===== src/rtl/mmio_xbar_if.sv =====
// rtl/mmio_xbar_if.sv - request/response channels of two masters plus the shared slave bus
// Purpose: bundles everything that flows between the two bus masters, the crossbar and the
//          address-decoded slaves so the crossbar takes a single bus port.
// Ports (signals):
//   m0_*/m1_*  req, we, addr, wdata toward the crossbar; gnt, rvalid, rdata, err back
//   s_*        sel, we, addr, wdata toward the slaves; rdata (packed per slave), ready back
// Modports:
//   slave   the crossbar side: it serves the masters and drives the slave bus
//   master  the environment side: the masters and the slaves themselves
interface mmio_xbar_if #(
   parameter int ADDR_W   = 32,
   parameter int DATA_W   = 32,
   parameter int N_SLAVES = 5
);
   logic                       m0_req;
   logic                       m0_we;
   logic [ADDR_W-1:0]          m0_addr;
   logic [DATA_W-1:0]          m0_wdata;
   logic                       m0_gnt;
   logic                       m0_rvalid;
   logic [DATA_W-1:0]          m0_rdata;
   logic                       m0_err;

   logic                       m1_req;
   logic                       m1_we;
   logic [ADDR_W-1:0]          m1_addr;
   logic [DATA_W-1:0]          m1_wdata;
   logic                       m1_gnt;
   logic                       m1_rvalid;
   logic [DATA_W-1:0]          m1_rdata;
   logic                       m1_err;

   logic [N_SLAVES-1:0]        s_sel;
   logic                       s_we;
   logic [ADDR_W-1:0]          s_addr;
   logic [DATA_W-1:0]          s_wdata;
   logic [DATA_W*N_SLAVES-1:0] s_rdata;
   logic [N_SLAVES-1:0]        s_ready;

   modport slave (
      input  m0_req, m0_we, m0_addr, m0_wdata,
      output m0_gnt, m0_rvalid, m0_rdata, m0_err,
      input  m1_req, m1_we, m1_addr, m1_wdata,
      output m1_gnt, m1_rvalid, m1_rdata, m1_err,
      output s_sel, s_we, s_addr, s_wdata,
      input  s_rdata, s_ready
   );

   modport master (
      output m0_req, m0_we, m0_addr, m0_wdata,
      input  m0_gnt, m0_rvalid, m0_rdata, m0_err,
      output m1_req, m1_we, m1_addr, m1_wdata,
      input  m1_gnt, m1_rvalid, m1_rdata, m1_err,
      input  s_sel, s_we, s_addr, s_wdata,
      output s_rdata, s_ready
   );
endinterface


===== src/rtl/mmio_xbar.sv =====
// rtl/mmio_xbar.sv - two-master round-robin crossbar onto address-decoded MMIO slaves
// Purpose: arbitrates m0/m1, runs one access at a time against the decoded slave (wait states
//          via s_ready, aborted after TIMEOUT cycles), returns rdata/err to the owning master and
//          records the address of the last failing access behind a sticky interrupt.
// Ports:
//   clk       system clock
//   reset     asynchronous active-low reset
//   bus       master channels and slave bus (mmio_xbar_if.slave); interface parameters must
//             match ADDR_W/DATA_W/N_SLAVES
//   err_addr  address of the most recent errored access
//   err_irq   sticky error interrupt
//   err_clr   clears err_irq (a new error in the same cycle takes priority)
module mmio_xbar #(
   parameter int                        ADDR_W   = 32,
   parameter int                        DATA_W   = 32,
   parameter int                        N_SLAVES = 5,
   parameter logic [ADDR_W*N_SLAVES-1:0] SLV_BASE = {32'h4000_0020, 32'h4000_0010, 32'h4000_0008,
                                                     32'h4000_0000, 32'h0000_0000},
   parameter logic [ADDR_W*N_SLAVES-1:0] SLV_MASK = {32'hFFFF_FFF0, 32'hFFFF_FFF0, 32'hFFFF_FFF8,
                                                     32'hFFFF_FFF8, 32'hFFFF_F000},
   parameter int                        TIMEOUT  = 15
) (
   input  logic              clk,
   input  logic              reset,
   mmio_xbar_if.slave        bus,
   output logic [ADDR_W-1:0] err_addr,
   output logic              err_irq,
   input  logic              err_clr
);
   localparam int IDX_W = (N_SLAVES > 1) ? $clog2(N_SLAVES) : 1;
   localparam int CNT_W = $clog2(TIMEOUT + 1);

   typedef enum logic [1:0] {IDLE = 2'd0, ACCESS = 2'd1, RESP = 2'd2} state_t;

   state_t            state_q, state_d;
   logic              last_q;      // master granted last time: 0 = m0, 1 = m1
   logic              owner_q;
   logic              we_q;
   logic [ADDR_W-1:0] addr_q;
   logic [DATA_W-1:0] wdata_q;
   logic [IDX_W-1:0]  idx_q;
   logic [CNT_W-1:0]  cnt_q;
   logic              resp_err_q;
   logic [DATA_W-1:0] rdata0_q, rdata1_q;

   logic              any_req, win, accept;
   logic [ADDR_W-1:0] win_addr;
   logic              win_we;
   logic [DATA_W-1:0] win_wdata;
   logic              dec_hit;
   logic [IDX_W-1:0]  dec_idx;
   logic              cur_ready, timed_out;
   logic [DATA_W-1:0] cur_rdata;
   logic              resp_load, resp_err_d, resp_owner;
   logic [DATA_W-1:0] resp_data_d;
   logic              gnt0, gnt1, rv0, rv1;

   assign any_req   = bus.m0_req | bus.m1_req;
   // Under contention the master that was not granted last wins, so grants alternate.
   assign win       = (bus.m0_req & bus.m1_req) ? ~last_q : bus.m1_req;
   assign win_addr  = win ? bus.m1_addr  : bus.m0_addr;
   assign win_we    = win ? bus.m1_we    : bus.m0_we;
   assign win_wdata = win ? bus.m1_wdata : bus.m0_wdata;

   // Scanning from the top down leaves the lowest matching slave index.
   always_comb begin
      dec_hit = 1'b0;
      dec_idx = '0;
      for (int i = N_SLAVES - 1; i >= 0; i--) begin
         if ((win_addr & SLV_MASK[i*ADDR_W +: ADDR_W]) == SLV_BASE[i*ADDR_W +: ADDR_W]) begin
            dec_hit = 1'b1;
            dec_idx = IDX_W'(i);
         end
      end
   end

   assign cur_ready = bus.s_ready[idx_q];
   assign cur_rdata = bus.s_rdata[int'(idx_q)*DATA_W +: DATA_W];
   // cnt_q counts completed ACCESS cycles, so this is the TIMEOUT-th one.
   assign timed_out = (cnt_q == CNT_W'(TIMEOUT - 1));

   always_comb begin
      state_d     = state_q;
      accept      = 1'b0;
      gnt0        = 1'b0;
      gnt1        = 1'b0;
      resp_load   = 1'b0;
      resp_err_d  = 1'b0;
      resp_owner  = owner_q;
      resp_data_d = '0;
      unique case (state_q)
         IDLE: begin
            if (any_req) begin
               accept     = 1'b1;
               gnt0       = ~win;
               gnt1       = win;
               resp_owner = win;
               if (dec_hit) begin
                  state_d = ACCESS;
               end else begin
                  state_d    = RESP;
                  resp_load  = 1'b1;
                  resp_err_d = 1'b1;
               end
            end
         end
         ACCESS: begin
            if (cur_ready) begin
               state_d     = RESP;
               resp_load   = 1'b1;
               resp_data_d = we_q ? '0 : cur_rdata;
            end else if (timed_out) begin
               state_d    = RESP;
               resp_load  = 1'b1;
               resp_err_d = 1'b1;
            end
         end
         RESP:    state_d = IDLE;
         default: state_d = IDLE;
      endcase
   end

   always_ff @(posedge clk or negedge reset) begin
      if (!reset) begin
         state_q    <= IDLE;
         last_q     <= 1'b1;
         owner_q    <= 1'b0;
         we_q       <= 1'b0;
         addr_q     <= '0;
         wdata_q    <= '0;
         idx_q      <= '0;
         cnt_q      <= '0;
         resp_err_q <= 1'b0;
         rdata0_q   <= '0;
         rdata1_q   <= '0;
         err_addr   <= '0;
         err_irq    <= 1'b0;
      end else begin
         state_q <= state_d;
         if (accept) begin
            owner_q <= win;
            last_q  <= win;
            we_q    <= win_we;
            addr_q  <= win_addr;
            wdata_q <= win_wdata;
            idx_q   <= dec_idx;
            cnt_q   <= '0;
         end else if (state_q == ACCESS) begin
            cnt_q <= cnt_q + CNT_W'(1);
         end
         if (resp_load) begin
            resp_err_q <= resp_err_d;
            if (resp_owner) rdata1_q <= resp_data_d;
            else            rdata0_q <= resp_data_d;
         end
         // A new error outranks a clear arriving in the same cycle.
         if (resp_load && resp_err_d) begin
            err_irq  <= 1'b1;
            err_addr <= (state_q == IDLE) ? win_addr : addr_q;
         end else if (err_clr) begin
            err_irq <= 1'b0;
         end
      end
   end

   assign rv0 = (state_q == RESP) & ~owner_q;
   assign rv1 = (state_q == RESP) &  owner_q;

   // gnt is combinational from req; gating with reset keeps it low while reset is held.
   assign bus.m0_gnt    = gnt0 & reset;
   assign bus.m1_gnt    = gnt1 & reset;
   assign bus.m0_rvalid = rv0;
   assign bus.m1_rvalid = rv1;
   assign bus.m0_rdata  = rdata0_q;
   assign bus.m1_rdata  = rdata1_q;
   assign bus.m0_err    = rv0 & resp_err_q;
   assign bus.m1_err    = rv1 & resp_err_q;

   assign bus.s_sel   = (state_q == ACCESS) ? (N_SLAVES'(1) << idx_q) : '0;
   assign bus.s_we    = (state_q == ACCESS) & we_q;
   assign bus.s_addr  = addr_q;
   assign bus.s_wdata = wdata_q;
endmodule


===== src/flat_wrapper.sv =====
// flat-port wrapper written by rule: the top's interface ports become plain ports
module mmio_xbar_flat 
#(
   parameter int                        ADDR_W   = 32,
   parameter int                        DATA_W   = 32,
   parameter int                        N_SLAVES = 5,
   parameter logic [ADDR_W*N_SLAVES-1:0] SLV_BASE = {32'h4000_0020, 32'h4000_0010, 32'h4000_0008,
                                                     32'h4000_0000, 32'h0000_0000},
   parameter logic [ADDR_W*N_SLAVES-1:0] SLV_MASK = {32'hFFFF_FFF0, 32'hFFFF_FFF0, 32'hFFFF_FFF8,
                                                     32'hFFFF_FFF8, 32'hFFFF_F000},
   parameter int                        TIMEOUT  = 15
)
  (clk, reset, err_addr, err_irq, err_clr, bus_m0_req, bus_m0_we, bus_m0_addr, bus_m0_wdata, bus_m0_gnt, bus_m0_rvalid, bus_m0_rdata, bus_m0_err, bus_m1_req, bus_m1_we, bus_m1_addr, bus_m1_wdata, bus_m1_gnt, bus_m1_rvalid, bus_m1_rdata, bus_m1_err, bus_s_sel, bus_s_we, bus_s_addr, bus_s_wdata, bus_s_rdata, bus_s_ready);
  mmio_xbar_if #(.ADDR_W(ADDR_W), .DATA_W(DATA_W), .N_SLAVES(N_SLAVES)) bus_i ();
  input  logic clk;
  input  logic reset;
  output logic [ADDR_W-1:0] err_addr;
  output logic err_irq;
  input  logic err_clr;
  input wire logic [$bits(bus_i.m0_req)-1:0] bus_m0_req;
  input wire logic [$bits(bus_i.m0_we)-1:0] bus_m0_we;
  input wire logic [$bits(bus_i.m0_addr)-1:0] bus_m0_addr;
  input wire logic [$bits(bus_i.m0_wdata)-1:0] bus_m0_wdata;
  output wire logic [$bits(bus_i.m0_gnt)-1:0] bus_m0_gnt;
  output wire logic [$bits(bus_i.m0_rvalid)-1:0] bus_m0_rvalid;
  output wire logic [$bits(bus_i.m0_rdata)-1:0] bus_m0_rdata;
  output wire logic [$bits(bus_i.m0_err)-1:0] bus_m0_err;
  input wire logic [$bits(bus_i.m1_req)-1:0] bus_m1_req;
  input wire logic [$bits(bus_i.m1_we)-1:0] bus_m1_we;
  input wire logic [$bits(bus_i.m1_addr)-1:0] bus_m1_addr;
  input wire logic [$bits(bus_i.m1_wdata)-1:0] bus_m1_wdata;
  output wire logic [$bits(bus_i.m1_gnt)-1:0] bus_m1_gnt;
  output wire logic [$bits(bus_i.m1_rvalid)-1:0] bus_m1_rvalid;
  output wire logic [$bits(bus_i.m1_rdata)-1:0] bus_m1_rdata;
  output wire logic [$bits(bus_i.m1_err)-1:0] bus_m1_err;
  output wire logic [$bits(bus_i.s_sel)-1:0] bus_s_sel;
  output wire logic [$bits(bus_i.s_we)-1:0] bus_s_we;
  output wire logic [$bits(bus_i.s_addr)-1:0] bus_s_addr;
  output wire logic [$bits(bus_i.s_wdata)-1:0] bus_s_wdata;
  input wire logic [$bits(bus_i.s_rdata)-1:0] bus_s_rdata;
  input wire logic [$bits(bus_i.s_ready)-1:0] bus_s_ready;
  assign bus_i.m0_req = bus_m0_req;
  assign bus_i.m0_we = bus_m0_we;
  assign bus_i.m0_addr = bus_m0_addr;
  assign bus_i.m0_wdata = bus_m0_wdata;
  assign bus_m0_gnt = bus_i.m0_gnt;
  assign bus_m0_rvalid = bus_i.m0_rvalid;
  assign bus_m0_rdata = bus_i.m0_rdata;
  assign bus_m0_err = bus_i.m0_err;
  assign bus_i.m1_req = bus_m1_req;
  assign bus_i.m1_we = bus_m1_we;
  assign bus_i.m1_addr = bus_m1_addr;
  assign bus_i.m1_wdata = bus_m1_wdata;
  assign bus_m1_gnt = bus_i.m1_gnt;
  assign bus_m1_rvalid = bus_i.m1_rvalid;
  assign bus_m1_rdata = bus_i.m1_rdata;
  assign bus_m1_err = bus_i.m1_err;
  assign bus_s_sel = bus_i.s_sel;
  assign bus_s_we = bus_i.s_we;
  assign bus_s_addr = bus_i.s_addr;
  assign bus_s_wdata = bus_i.s_wdata;
  assign bus_i.s_rdata = bus_s_rdata;
  assign bus_i.s_ready = bus_s_ready;
  mmio_xbar #(.ADDR_W(ADDR_W), .DATA_W(DATA_W), .N_SLAVES(N_SLAVES), .SLV_BASE(SLV_BASE), .SLV_MASK(SLV_MASK), .TIMEOUT(TIMEOUT)) u_core (.clk(clk), .reset(reset), .bus(bus_i), .err_addr(err_addr), .err_irq(err_irq), .err_clr(err_clr));
endmodule

===== config.mk =====
export PLATFORM = sky130hd
export DESIGN_NAME = mmio_xbar_flat
export DESIGN_NICKNAME = d
export VERILOG_FILES = /design/src/rtl/mmio_xbar_if.sv /design/src/rtl/mmio_xbar.sv /design/src/flat_wrapper.sv
export SDC_FILE = /design/constraint.sdc
export NUM_CORES = 1
export LEC_CHECK = 0
export CORE_AREA = 2 2 183 185
export DETAILED_ROUTE_END_ITERATION = 16
export DIE_AREA = 0 0 185 187
export SYNTH_ARGS = -nofsm -noshare
export SYNTH_HDL_FRONTEND = slang
export SYNTH_SLANG_ARGS = --single-unit

===== constraint.sdc =====
create_clock -name clk -period 5.6 [get_ports clk]
set_input_delay 1.68 -clock clk [delete_from_list [all_inputs] [get_ports clk]]
set_output_delay 1.68 -clock clk [all_outputs]
set_load 0.05 [all_outputs]

==> reports/results.tsv, run 1 <==
metric	value	unit
rr_endpoint	u_core.bus.m1_rdata[25]	
final.setup.tns	0	ns
synth-seq-cells	174	
synth_area_per_cell	9.29	um^2
area_growth	59.7	%
antenna_cells_inserted	0	
grt_antenna_before_repair	1	
cts_sinks	174	
cts_resized	0	
routed_wire_length_per_instance	20.5	um
maxCapViolCount	0	
endpoint_worst_hold	u_core.err_irq	
power-per-cell-area	306	nW/um^2
dieHeight	187	um
remaining_drc_errors	0	
dr_total_vias	9481	
clock_tree.buffer_depth	2	
most-common-layout-cells	sky130_fd_sc_hd__clkdlybuf4s50_1, sky130_fd_sc_hd__nand2_1, sky130_fd_sc_hd__dfrtp_1	
final_antenna_net_count	0	
share_seq_of_total_power	0.335	
syn-cell-area	9580	um^2
netlist_instances	1031	
finalHoldViolations	0	
cts_inserted_buffers	17	
fp.dieW	185	um
core	32900	um^2
post-synth-top-area-cell	sky130_fd_sc_hd__dfrtp_1	
cp_slowest_stage_delay	0.56	ns
post_synth_main_area_contributors	sky130_fd_sc_hd__dfrtp_1, sky130_fd_sc_hd__mux2i_1, sky130_fd_sc_hd__nand2_1	
worst_ep_arrival_time	3.11	ns
rr_worst_depth	7	
internal_power	2.85	mW
regToRegSetupSlack	2.18	ns
rsz0062_at_grt	no	
drive_gt1_frac	0.0996	
finalNetCount	1755	
number_of_slew_limit_violations_in_the_final_report	0	
mappedNetlistNets	1333	
clockPowerShare	0.260	
instances_no_fill	1914	
cp_data_required_time	3.92	ns
cts_hold_buffers_added	0	
synth-edff-count	0	
postSynth.asyncResetShare	1.00	
run_status	complete, no violations	
worst-setup-path-type	input port to output pin	
worstHoldStart	u_core.err_irq	
max_freq	209	MHz
clock-root-buffer	sky130_fd_sc_hd__clkbuf_16	
total_power	4.69	mW
area_fraction_of_the_dominant_cell_type_after_synthesis	0.452	
grt_overflow	0	
hold_depth	1	
floorplan.initialDensity	0.292	
grt.total_usage	0.223	
synthFlopType	sky130_fd_sc_hd__dfrtp_1	
grt_first_pass_wirelength	58100	um
peakVddDrop	0.000213	V
dp_hpwl	29400	um
cts_setup_buffers	0	
net-switching-power	1.84	mW
h_tree_depth	4	
critPathCaptureType	output pin	
worstSetupPathDepth	4	
viasPerCell	4.95	
cp_delay_by_family_top	buffers and inverters	
placed_cells	1882	
finClkSkew	0.0143	ns
switching_share	0.392	
period_minus_slack	4.79	ns
final_min_period_over_clock_period	0.856	
finalWeightedCongestion	0.842	
cp_max_fo	14	
synth_sequential_area_ratio	0.455	
io_buffer_count	472	
clock_transition_at_the_registers_of_the_reported_paths	0.07	ns
max_slew.worst_pin.slew	1.06	ns
dr.pass1.iters	5	
max-slew-margin-rel	0.290	
hold_path_class	flop to flop	
floorplan.die_area	34600	um^2
leakage	6.14	nW
ioPinCount	473	
cp_slowest_cell	sky130_fd_sc_hd__clkdlybuf4s50_1	
detail_route.wirelength	39200	um
final_common_cell	sky130_fd_sc_hd__clkdlybuf4s50_1	
timing.rr.start	u_core.state_q[0]	
clock_latency	0.43	ns
cp_cell_sequence	clkdlybuf4s50_1 > a21bo_4 > nor2_1 > buf_4	
power_frac_comb	0.404	
synth.yosys.warnings	0	
cts_tree	yes	
utilization	0.466	
maximum_number_of_pins_on_one_net_before_global_route_repair	175	
ys_types	55	
fp-row-count	67	
grt_pass1_vias	9698	
worst-path-buf-inv	2	
drt-initial-drc-count	512	
setup_viol	0	
startpoint_type	input port	
==> worst register-to-register path, cell delays in order, from the launching register on <==
cell and delay, ns:
sky130_fd_sc_hd__dfrtp_1 0.49, sky130_fd_sc_hd__nor2_4 0.21, sky130_fd_sc_hd__o21ai_4 0.09, sky130_fd_sc_hd__a21boi_4 0.80
sky130_fd_sc_hd__clkinv_1 0.69, sky130_fd_sc_hd__nand2b_2 0.60, sky130_fd_sc_hd__o21ai_0 0.19, sky130_fd_sc_hd__a31o_2 0.23
==> cell usage after synthesis (2+ instances only) <==
master / instances
sky130_fd_sc_hd__nor2_1: 104
sky130_fd_sc_hd__a2111oi_2: 2
sky130_fd_sc_hd__nor3b_1: 2
sky130_fd_sc_hd__and2_1: 4
sky130_fd_sc_hd__dfrtp_1: 173
sky130_fd_sc_hd__buf_1: 13
sky130_fd_sc_hd__nor4_1: 11
sky130_fd_sc_hd__or3_1: 27
sky130_fd_sc_hd__nand2b_1: 3
sky130_fd_sc_hd__or4_4: 2
sky130_fd_sc_hd__nand4_1: 2
sky130_fd_sc_hd__xor2_1: 2
sky130_fd_sc_hd__o21a_1: 2
sky130_fd_sc_hd__nor3_1: 9
sky130_fd_sc_hd__mux2_2: 15
sky130_fd_sc_hd__clkbuf_1: 56
sky130_fd_sc_hd__a22oi_1: 5
sky130_fd_sc_hd__a31o_1: 3
sky130_fd_sc_hd__nand2_1: 172
sky130_fd_sc_hd__inv_1: 4
sky130_fd_sc_hd__mux2i_1: 91
sky130_fd_sc_hd__nor2b_1: 3
sky130_fd_sc_hd__buf_2: 11
sky130_fd_sc_hd__mux2_4: 28
sky130_fd_sc_hd__buf_6: 3
sky130_fd_sc_hd__nand3b_1: 2
sky130_fd_sc_hd__a31o_2: 29
sky130_fd_sc_hd__buf_4: 4
sky130_fd_sc_hd__o22a_1: 32
sky130_fd_sc_hd__o21ai_0: 94
sky130_fd_sc_hd__a21o_1: 2
sky130_fd_sc_hd__nand3_1: 5
sky130_fd_sc_hd__a21oi_1: 60
sky130_fd_sc_hd__ha_1: 2
sky130_fd_sc_hd__a31oi_1: 34
==> per-stage QoR <==
stage / cell area, um^2 / setup WS (ns) / hold WS [ns]
2_1_floorplan: 9580 / 0.661 / 0.455
3_3_place_gp: 14700 / 0.497 / 0.465
3_5_place_dp: 14700 / 0.324 / 0.472
4_1_cts: 15300 / 0.745 / 0.489
5_1_grt: 15300 / 0.496 / 0.534
6_report: 15300 / 0.807 / 0.490
==> worst max-delay path by stage <==
stage	to	startpoint	slack, ns
after floorplan	bus_m0_gnt	bus_m1_req	0.66
after global placement	u_core.bus.m1_rdata[14]	bus_m0_req	0.50
after detailed placement	u_core.bus.m1_rdata[26]	bus_m0_req	0.32
after CTS	bus_m1_gnt	bus_m1_req	0.74
after global routing	u_core.bus.m1_rdata[26]	bus_m0_req	0.50
final	bus_m1_gnt	bus_m0_req	0.81
==> power by group through the flow <==
stage	logic [mW]	clock network, mW	registers (mW)
2_1_floorplan	0.487	0	2.20
4_1_cts	1.92	1.26	1.57
5_1_grt	2.00	1.31	1.60
3_5_place_dp	1.91	0	1.59
3_3_place_gp	1.91	0	1.59
6_report	1.90	1.22	1.57
==> cell families after synthesis <==
logic type,Yosys count,share of synthesized area
AO/OA/AOI/OAI,275,0.184
XOR/XNOR,2,0.00183
adder cells (fa/ha/maj),2,0.00261
flip-flops,174,0.455
multiplexers,134,0.157
AND/OR/NAND/NOR,352,0.158
buffers and inverters,92,0.0414
==> layout make-up <==
cell class	count	area (um^2)
Tap cell	448	561
Sequential cell	174	4360
Multi-Input combinational cell	765	4880
Fill cell	3172	17600
Timing Repair Buffer	490	4890
Inverter	5	18.8
Clock buffer	18	429
Clock inverter	14	155
==> registers in the layout, indices dropped and copies added (netlist names) <==
name / cells
u_core.err_irq: 1
u_core.last_q: 1
u_core.state_q: 2
u_core.bus.m1_rdata: 32
u_core.idx_q: 3
u_core.bus.s_addr: 32
u_core.owner_q: 1
u_core.bus.m0_rdata: 32
u_core.resp_err_q: 1
u_core.bus.s_wdata: 32
u_core.err_addr: 32
u_core.cnt_q: 4
u_core.we_q: 1
==> per-layer routing <==
layer	GRT usage	vias up	share of wire	routed length, um
met3	0.0629	38	0.080	3140
met1	0.253	4563	0.40	15500
li1	-	4509	-	-
met4	0.0601	2	0.021	804
met2	0.404	369	0.50	19700
met5	0	-	0.00028	11
(Power assumes the default switching activity.)
==> inputs of run 2 (changes only) <==
Settings changed: HOLD_SLACK_MARGIN from default to 0.08.
==> results of run 2 <==
The final DEF is identical to that of run 1; final timing and power are the same.
==> inputs of run 3 (changes only) <==
Settings changed: PLACE_DENSITY from default to 0.7.
==> reports/results.tsv, run 3 (synthesis gave the netlist of run 1 again) <==
metric	value	unit	change
floorplan.die_area	34600	um^2	unchanged
setup.worst_path.end	bus_m0_gnt		
cts_hold_buffers_added	0		unchanged
leakage	6.12	nW	-0.23%
final_min_period_over_clock_period	0.904		+0.0485
startpoint_type	input port		
maximum_number_of_pins_on_one_net_before_global_route_repair	67		-62%
viasPerCell	4.98		+0.48%
regToRegSetupSlack	1.71	ns	-0.47 ns
finalWeightedCongestion	0.909		+7.9%
power-per-cell-area	306	nW/um^2	about the same
grt_antenna_before_repair	1		unchanged
remaining_drc_errors	0		unchanged
drive_gt1_frac	0.101		+0.00123
timing.rr.start	u_core.state_q[1]		
rr_endpoint	u_core.bus.m1_rdata[29]		
final_common_cell	sky130_fd_sc_hd__clkdlybuf4s50_1		
fp-row-count	67		unchanged
clock-root-buffer	sky130_fd_sc_hd__clkbuf_16		
multi_input_comb_area	4890	um^2	about the same
area_growth	59.7	%	about the same
floorplan.initialDensity	0.292		unchanged
clock_latency	0.43	ns	about the same
max-slew-margin-rel	0.344		+0.0547
dieHeight	187	um	unchanged
grt_pass1_vias	9732		+0.35%
routed_wire_length_per_instance	20.6	um	+0.63%
most-common-layout-cells	sky130_fd_sc_hd__clkdlybuf4s50_1, sky130_fd_sc_hd__nand2_1, sky130_fd_sc_hd__dfrtp_1		
critPathCaptureType	output pin		
max_slew.worst_pin.slew	0.981	ns	-0.0818 ns
cp_max_fo	24		+10
fp.dieW	185	um	unchanged
cp_data_required_time	3.92	ns	about the same
finalWorstSetupSlack	0.535	ns	-0.271 ns
cts_tree	yes		
setup_viol	0		unchanged
antenna_cells_inserted	0		unchanged
grt_overflow	0		unchanged
drt-initial-drc-count	470		-8.2%
max_freq	197	MHz	-5.4%
grt.total_usage	0.222		-0.000350
number_of_slew_limit_violations_in_the_final_report	0		unchanged
detail_route.wirelength	39500	um	+0.73%
fillerInstances	3176		+0.13%
grt_first_pass_wirelength	58200	um	+0.19%
finalHoldViolations	0		unchanged
total_power	4.69	mW	about the same
cts_sinks	174		unchanged
worst-setup-path-type	input port to output pin		
rr_worst_depth	8		+1
peakVddDrop	0.000214	V	+0.25%
period_minus_slack	5.06	ns	+0.271 ns
rsz0062_at_grt	no		
worstSetupStartpoint	bus_m1_req		
h_tree_depth	4		unchanged
dp_hpwl	30100	um	+2.5%
final_antenna_net_count	0		unchanged
finalNetCount	1758		+0.17%
worst_ep_arrival_time	3.38	ns	+0.27 ns
worst_hold_slack	0.493	ns	+0.00296 ns
dr_total_vias	9536		+0.58%
ioPinCount	473		unchanged
dr.pass1.iters	5		unchanged
io_buffer_count	472		unchanged
cts_inserted_buffers	17		unchanged
dpl_worst_slack	0.128	ns	-0.196 ns
hold_path_class	flop to flop		
clock_tree.buffer_depth	2		unchanged
run_status	complete, no violations		
total_area_of_sequential_cells	4360	um^2	about the same
final.setup.tns	0	ns	unchanged
finClkSkew	0.0120	ns	-0.00227 ns
cts_resized	0		unchanged
clock_transition_at_the_registers_of_the_reported_paths	0.06	ns	about the same
maxCapViolCount	0		unchanged
core	32900	um^2	unchanged
cts_setup_buffers	0		unchanged
-- run 3: cell types whose count changed in the layout (fill, tap and decap cells not counted), sizes merged --
cell	change
clkdlybuf4s50	+2
inv	-4
buf	+1
clkinvlp	+3
-- run 3: stage by stage --
stage / instances / util / cell area, um^2
after floorplan: 1031 / - / 9580
after global placement: 1885 / 0.448 / 14700
after detailed placement: 1885 / 0.448 / 14700
after CTS: 1916 / 0.465 / 15300
after global routing: 1916 / 0.465 / 15300
final: 1916 / 0.465 / 15300
-- run 3: how the worst min path moves through the flow --
stage	slack, ns	endpoint	cells after the start	startpoint
finish	0.49	u_core.err_irq	1	u_core.err_irq
global route	0.52	u_core.resp_err_q	1	u_core.resp_err_q
CTS	0.49	u_core.err_irq	1	u_core.err_irq
detailed placement	0.47	u_core.err_irq	1	u_core.err_irq
global placement	0.46	u_core.err_irq	1	u_core.err_irq
floorplan	0.45	u_core.resp_err_q	1	u_core.resp_err_q
-- run 3: power by group --
part | internal, mW | total (mW) | switching, mW
Combinational | 0.739 | 1.90 | 1.16
Clock | 0.658 | 1.21 | 0.549
Sequential | 1.44 | 1.58 | 0.136
Total | 2.84 | 4.69 | 1.85
-- run 3: cell type report --
type,count,share of cell area
Tap cell,448,0.0367
Timing Repair Buffer,493,0.320
Multi-Input combinational cell,765,0.320
Clock buffer,18,0.0281
Clock inverter,13,0.00933
Sequential cell,174,0.285
Inverter,5,0.00123
-- run 3: worst max-delay path, stage by stage --
cell and delay (ns):
sky130_fd_sc_hd__clkdlybuf4s50_1 0.59, sky130_fd_sc_hd__a21boi_4 0.66, sky130_fd_sc_hd__nor3_1 0.20, sky130_fd_sc_hd__buf_4 0.25
-- run 3: routing by layer --
layer	share of wire	vias to the layer above	track usage	wire, um
met4	0.024	2	0.0672	940
li1	-	4507	-	-
met1	0.40	4606	0.257	15700
met2	0.50	380	0.395	19700
met5	0.00033	-	0	13
met3	0.081	41	0.0627	3180
